[config.mk]
export PLATFORM = sky130hd
export DESIGN_NAME = pipe_skid_reg
export DESIGN_NICKNAME = d
export VERILOG_FILES = /design/src/rtl/pipe_skid_reg.sv
export SDC_FILE = /design/constraint.sdc
export NUM_CORES = 1
export LEC_CHECK = 0
export CELL_PAD_IN_SITES_DETAIL_PLACEMENT = 1
export CELL_PAD_IN_SITES_GLOBAL_PLACEMENT = 1
export CORE_AREA = 2 2 107 109
export CTS_CLUSTER_SIZE = 28
export DETAILED_ROUTE_END_ITERATION = 16
export DIE_AREA = 0 0 109 111
export HOLD_SLACK_MARGIN = 0.08
export PLACE_DENSITY = 0.66
export SETUP_SLACK_MARGIN = 0.4
export SYNTH_ARGS = -nofsm -noshare
export SYNTH_HDL_FRONTEND = slang
export SYNTH_SLANG_ARGS = --single-unit
export TNS_END_PERCENT = 50
[constraint.sdc]
create_clock -name clk -period 2.05 [get_ports clk]
set_clock_uncertainty 0.2 [all_clocks]
set_input_delay 0.615 -clock clk [delete_from_list [all_inputs] [get_ports clk]]
set_output_delay 0.615 -clock clk [all_outputs]
set_load 0.005 [all_outputs]
[src/rtl/pipe_skid_reg.sv]
// Pipeline-stage register with valid/ready handshake, 2-entry skid buffer,
// synchronous flush and a saturating stall-cycle counter.
module pipe_skid_reg #(
    parameter int                DATA_W      = 32,
    parameter logic [DATA_W-1:0] RESET_VAL   = '0,
    parameter int                CLR_DATA    = 0,
    parameter int                STALL_CNT_W = 16
) (
    input  logic                   clk,
    input  logic                   reset,
    input  logic                   clr,
    input  logic                   in_valid,
    input  logic [DATA_W-1:0]      in_data,
    output logic                   in_ready,
    output logic                   out_valid,
    output logic [DATA_W-1:0]      out_data,
    input  logic                   out_ready,
    output logic [1:0]             occupancy,
    output logic [STALL_CNT_W-1:0] stall_cnt
);

    // Handshake: a transfer happens on a rising edge where valid and ready are
    // both high; a producer holding valid must keep its payload stable until then.
    typedef enum logic [1:0] {
        S_EMPTY = 2'd0,
        S_ONE   = 2'd1,
        S_FULL  = 2'd2
    } state_t;

    state_t                   r_state;
    state_t                   w_next_state;
    logic [DATA_W-1:0]        r_main;
    logic [DATA_W-1:0]        r_skid;
    logic [DATA_W-1:0]        w_main_nxt;
    logic [DATA_W-1:0]        w_skid_nxt;
    logic                     r_in_ready;
    logic [STALL_CNT_W-1:0]   r_stall_cnt;
    logic                     w_acc;
    logic                     w_pop;
    logic                     w_stall;

    assign out_valid = (r_state != S_EMPTY);
    assign out_data  = r_main;
    assign in_ready  = r_in_ready;
    assign occupancy = r_state;
    assign stall_cnt = r_stall_cnt;

    assign w_acc   = in_valid & r_in_ready;
    assign w_pop   = out_valid & out_ready;
    assign w_stall = out_valid & ~out_ready;

    always_comb begin
        w_next_state = r_state;
        w_main_nxt   = r_main;
        w_skid_nxt   = r_skid;
        case (r_state)
            S_EMPTY: begin
                if (w_acc) begin
                    w_next_state = S_ONE;
                    w_main_nxt   = in_data;
                end
            end
            S_ONE: begin
                if (w_acc && w_pop) begin
                    w_main_nxt = in_data;
                end else if (w_acc) begin
                    w_next_state = S_FULL;
                    w_skid_nxt   = in_data;
                end else if (w_pop) begin
                    w_next_state = S_EMPTY;
                end
            end
            S_FULL: begin
                // in_ready is low here, so only a pop can move the state.
                if (w_pop) begin
                    w_next_state = S_ONE;
                    w_main_nxt   = r_skid;
                end
            end
            default: w_next_state = S_EMPTY;
        endcase

        // Flush wins over the handshake; a payload accepted this cycle is dropped.
        if (clr) begin
            w_next_state = S_EMPTY;
            if (CLR_DATA != 0) begin
                w_main_nxt = RESET_VAL;
                w_skid_nxt = RESET_VAL;
            end else begin
                w_main_nxt = r_main;
                w_skid_nxt = r_skid;
            end
        end
    end

    always_ff @(posedge clk or negedge reset) begin
        if (!reset) begin
            r_state     <= S_EMPTY;
            r_main      <= RESET_VAL;
            r_skid      <= RESET_VAL;
            r_in_ready  <= 1'b1;
            r_stall_cnt <= '0;
        end else begin
            r_state    <= w_next_state;
            r_main     <= w_main_nxt;
            r_skid     <= w_skid_nxt;
            r_in_ready <= (w_next_state != S_FULL);
            if (w_stall && (r_stall_cnt != {STALL_CNT_W{1'b1}})) begin
                r_stall_cnt <= r_stall_cnt + 1'b1;
            end
        end
    end

endmodule

Word-level counts from Yosys, hierarchy flattened

Index checks and enable logic that the tools add are counted.
W data, S select, Z words.

Flip-flop bits (word level): 83
Bits of input ports: 37
ROM bits: 0
Word-level logic and storage cells: 37
Latch bits: 0
RAM bits: 0
Memories kept: 0
Output and inout bits: 52

Div/mod/pow operators: 0
Reductions and logical operators: 7
$lt $le $gt $ge: 0
Muxes and demuxes: 11
Add/sub/neg operators: 1
Bitwise logic cells: 6
Eq/ne operators: 7
Shift-type cells: 0
$mul: 0

Operators by type and width:

| cell                    | number |
|---|---|
| $mux W32                | 3 |
| $pmux W32 S3            | 1 |
| $add A16 B1 Y16 const B | 1 |
| $ne A16 B16 Y1 const B  | 1 |
| $mux W2                 | 6 |
| $ne A2 B2 Y1 const B    | 4 |
| $pmux W2 S3             | 1 |
| $reduce_and A5 Y1       | 1 |
| $reduce_and A4 Y1       | 1 |
| $and A1 B1 Y1           | 3 |
| $not A1 Y1              | 3 |
| $reduce_bool A3 Y1      | 1 |
| $eq A2 B1 Y1 const B    | 1 |
| $eq A2 B2 Y1 const B    | 1 |
| $logic_and A1 B1 Y1     | 2 |
| $logic_not A2 Y1        | 1 |
| $reduce_bool A2 Y1      | 1 |

Logic depth before layout (Yosys ltp)

Word-level depth: 8
Mapped depth: 6
Mapped depth without buffers: 5

Worst setup path before layout

Ideal clock, no wire load.

Path type: input-to-reg
From: in out_ready
To: reg r_main[0], in the netlist out_data[0]
Setup time: 125 ps
Cell stages on the path: 5
Arrival: 1630 ps
Data required time: 1725 ps
Path slack: 95 ps
Buffers on the path: 1
Cell sequence: and2b_1 nor3_2 o21bai_2 buf_2 mux2_2

Cells in the longest elaborated chain, start to end: 4
Elaborated cells between the ends (all ways): 5
Those cells by class: eq/ne: 2; bitwise: 1; reduce/logical: 2

Ends and longest elaborated chain:

| element                       | RTL line | text |
|---|---|---|
| start: declaration            | 17       | `input logic out_ready,` |
| $and A1 B1 Y1 *               | 49       | `assign w_pop = out_valid & out_ready;` |
| $logic_and A1 B1 Y1           | 64       | `if (w_acc && w_pop) begin` |
| $ne A2 B2 Y1 (no line)        | --       |  |
| $reduce_and A5 Y1 (no line) * | --       |  |
| end signal: assignment        | 105      | `r_main <= w_main_nxt;` |
| end: declaration              | 32       | `logic [DATA_W-1:0] r_main;` |

Every way passes the cells marked *; elsewhere a longest branch is shown, timed or not.
A chain may end at the register's enable or synchronous reset.

Worst setup path in the final report

From: in clr
To: reg r_skid[20]

Cells in the longest elaborated chain, start to end: 2

Ends and longest elaborated chain:

| element                     | RTL line | text |
|---|---|---|
| start: declaration          | 11       | `input logic clr,` |
| $not A1 Y1 (no line)        | --       |  |
| $reduce_and A4 Y1 (no line) | --       |  |
| end signal: assignment      | 106      | `r_skid <= w_skid_nxt;` |
| end: declaration            | 33       | `logic [DATA_W-1:0] r_skid;` |

No other way between the ends.

==> impl_metrics.yaml <==
logic_synthesis:
  synth_area_um2: 3760
  syn_nets: 299
  yosys-top-cells-area: "dfrtp_1 (55%), mux2_2 (26%), mux2_1 (3.3%)"
  synth_top_area_share: 0.546
  seq_area_frac_synth: 0.553
  ys_ff_latch: 83
  yosysTopAreaCell: "dfrtp_1"
  ys_warn_count: 0
  syn_area_per_cell_um2: 14.4
  synth_cell_types: 37
  synthCells: 261
global_route:
  grt_usage: 0.170
  grt_first_pass_wirelength_um: 15900
  grt_overflow: 0
  grt_max_degree: 35
  antenna_found_initial: 1
  grt_pass1_vias: 3022
setup_path:
  cp-end-kind: "flip-flop"
  cp-start-kind: "input port"
  rr_worst_depth: 7
  ff2ff_setup_slack_ps: 80
  r2r_start: "occupancy[1]"
  worst-endpoint-arrival_ps: 1980
  critical_path_class: "input port to flip-flop"
  r2r-end: "r_skid[20]"
  cp_data_required_time_ps: 2060
  crit_fanout: 5
floorplanning:
  io_pins: 89
  initial_core_util: 0.339
  core_um2: 11100
  rows: 39
  die-area_um2: 12100
  die_w_um: 109
  dieHeight_um: 111
sta:
  finalHoldViolations: 0
  finalMaxSlewViolations: 0
  min_period_ps: 1970
  setup_violations: 0
  slew_headroom: 0.677
  fmax_ghz: 0.508
  finalWorstSetupSlack_ps: 81.3
  worst_slew_pin_slew_ps: 484
  rsz0062_at_grt: "yes"
  min_period_over_period: 0.960
clock_tree:
  cts_sinks: 83
  cts_buffers: 9
  cts-root-buf: "clkbuf_16"
  cts.clk_slew.worst_paths_ps: 60
  clk_latency_ps: 330
  cts_tree: "built"
  htree_num_levels: 3
  cts_buffer_depth: 2
pwr:
  irDropWorstVdd_v: 0.000421
  p_leak_nw: 2.86
  power.density_nw_per_um2: 882
final_layout:
  nNetsFinal: 451
  multi_input_area_um2: 1870
  final_layout_size_suffix_gt1_frac: 0.512
  num-fill-cells: 1137
  final_util: 0.537
  syn2layout_area_growth_pct: 58.3
  regArea_um2: 2090
routing:
  routedWlPerCell_um: 17.9
  first_pass_iters: 4
  drt-initial-drc-count: 50
  num_vias: 2729
  routed_via_density: 4.86
  wl_um: 10000
  drc_errors: 0
  ant_nets: 0
hold_path:
  min_to: "out_data[11]"
  hp-start: "out_data[11]"
  min_path_cells: 1
  hp-class: "flip-flop to flip-flop"
placement:
  dp.final_hpwl_um: 6130
  place_ws_ps: -476
  numPortBuffers: 88
  gp_congestion: 0.729
status:
  outcome: "complete, no violations"
flow_run:
  maxCapViolations: 0
==> cells by family (layout without fill, tap and decap cells) <==
| kind of cell | count (synthesis) | count (layout) | synth area share |
|---|---|---|---|
| buf+inv | 14 | 171 | 0.0203 |
| xor+xnor | 14 | 14 | 0.0326 |
| compound gates | 5 | 5 | 0.00999 |
| flops | 83 | 83 | 0.553 |
| other cells | 0 | 1 | 0 |
| simple gates | 45 | 45 | 0.0846 |
| mux | 99 | 99 | 0.296 |
| fa+ha+maj | 1 | 1 | 0.00333 |
==> placed cells by master, fill, tap and decap left out, types with 4 or more instances in the layout <==
master           netlist  final
buf_12                 0      7
buf_2                 10     11
buf_4                  1     40
buf_6                  1     15
clkbuf_16              0     10
clkdlybuf4s50_1        0     33
dfrtp_1               82     76
dfrtp_2                0      6
dlygate4sd2_1          0     39
mux2_1                11     11
mux2_2                87     46
mux2_4                 0     41
nand2_1                6      6
nand3_1                7      6
nor3_2                 2      4
xor2_1                14     14
==> where the power goes <==
| group | total (mW) | switching (mW) | internal [mW] |
|---|---|---|---|
| sequential | 2.26 | 0.226 | 2.03 |
| clock | 1.65 | 0.665 | 0.982 |
| combinational | 1.34 | 0.453 | 0.889 |
| total | 5.24 | 1.34 | 3.90 |
==> metrics by stage <==
| step | cell area (um2) | total power, mW | setup TNS, ps | instances | hold WS (ps) |
|---|---|---|---|---|---|
| floorplan | 3810 | 2.74 | 0 | 261 | 119 |
| finish | 5950 | 5.24 | 0 | 562 | 302 |
| global placement | 5040 | 3.36 | -29460 | 500 | 281 |
| CTS | 5770 | 5.18 | 0 | 556 | 298 |
| detailed placement | 5040 | 3.42 | -32150 | 500 | 289 |
| global route | 5950 | 5.54 | -27.8 | 562 | 317 |
==> synth_stat cells <==
library cell and n:
buf_2 10, nor4b_1 1, or2_2 2, ha_1 1
nor3_2 2, nand3_1 7, nand4_1 3, a21oi_1 2
or4_4 1, nor4_4 1, buf_6 1, nor2_1 2
dfrtp_1 82, dfstp_2 1, xor2_1 14, nor3_1 4
nor2b_1 1, nor4_1 3, nor4_2 2, nand4_2 1
nand2_1 6, nand3b_1 1, and3b_1 2, or3_1 1
buf_4 1, nor4b_2 1, o22a_1 1, o21bai_1 1
nor2_2 1, and2b_1 1, mux2i_1 1, nor3b_1 1
inv_1 2, o21bai_2 1, mux2_2 87, mux2_1 11
and4b_1 1
==> worst max path at each step <==
stage | cells after the start | to | slack, ps | start
2_1_floorplan | 5 | out_data[0] | 130 | out_ready
3_3_place_gp | 6 | out_data[19] | -430 | out_ready
3_5_place_dp | 6 | out_data[14] | -480 | out_ready
4_1_cts | 6 | out_data[14] | 100 | occupancy[1]
5_1_grt | 6 | stall_cnt[11] | -10 | stall_cnt[5]
6_report | 5 | r_skid[20] | 80 | clr
==> timing repair <==
item | in CTS | in global routing
resized for setup | 153 | 28
pin swaps | 4 | 5
setup buffers | 35 | 4
endpoints found under the hold margin | 31 | 0
gates cloned | 4 | 1
setup endpoints to repair | 135 | 134
hold buffers | 1 | 0
==> worst max-delay path, cell delays in order <==
cell and delay [ps]:
clkdlybuf4s50_1 530, nand3b_1 190, buf_6 180, clkbuf_16 170, mux2_4 290
==> flip-flops by register name (all words and copies together) (netlist names) <==
name	cells
in_ready	1
occupancy	2
out_data	32
r_skid	32
stall_cnt	16
==> final cells by class <==
type | count | area share
Sequential cell | 83 | 0.351
Multi-Input combinational cell | 164 | 0.314
Timing Repair Buffer | 153 | 0.252
Clock buffer | 11 | 0.0408
Tap cell | 143 | 0.0301
Clock inverter | 5 | 0.0103
Inverter | 2 | 0.00126
Antenna cell | 1 | 0.000421
==> metal layers <==
metal	GRT usage	up-vias	wire length (um)
met5	0	-	0
met4	0.0504	0	147
met3	0.0517	13	574
met2	0.275	68	4860
met1	0.218	1395	4460
li1	-	1253	-
Note: power is estimated with default switching activity, not from simulation.
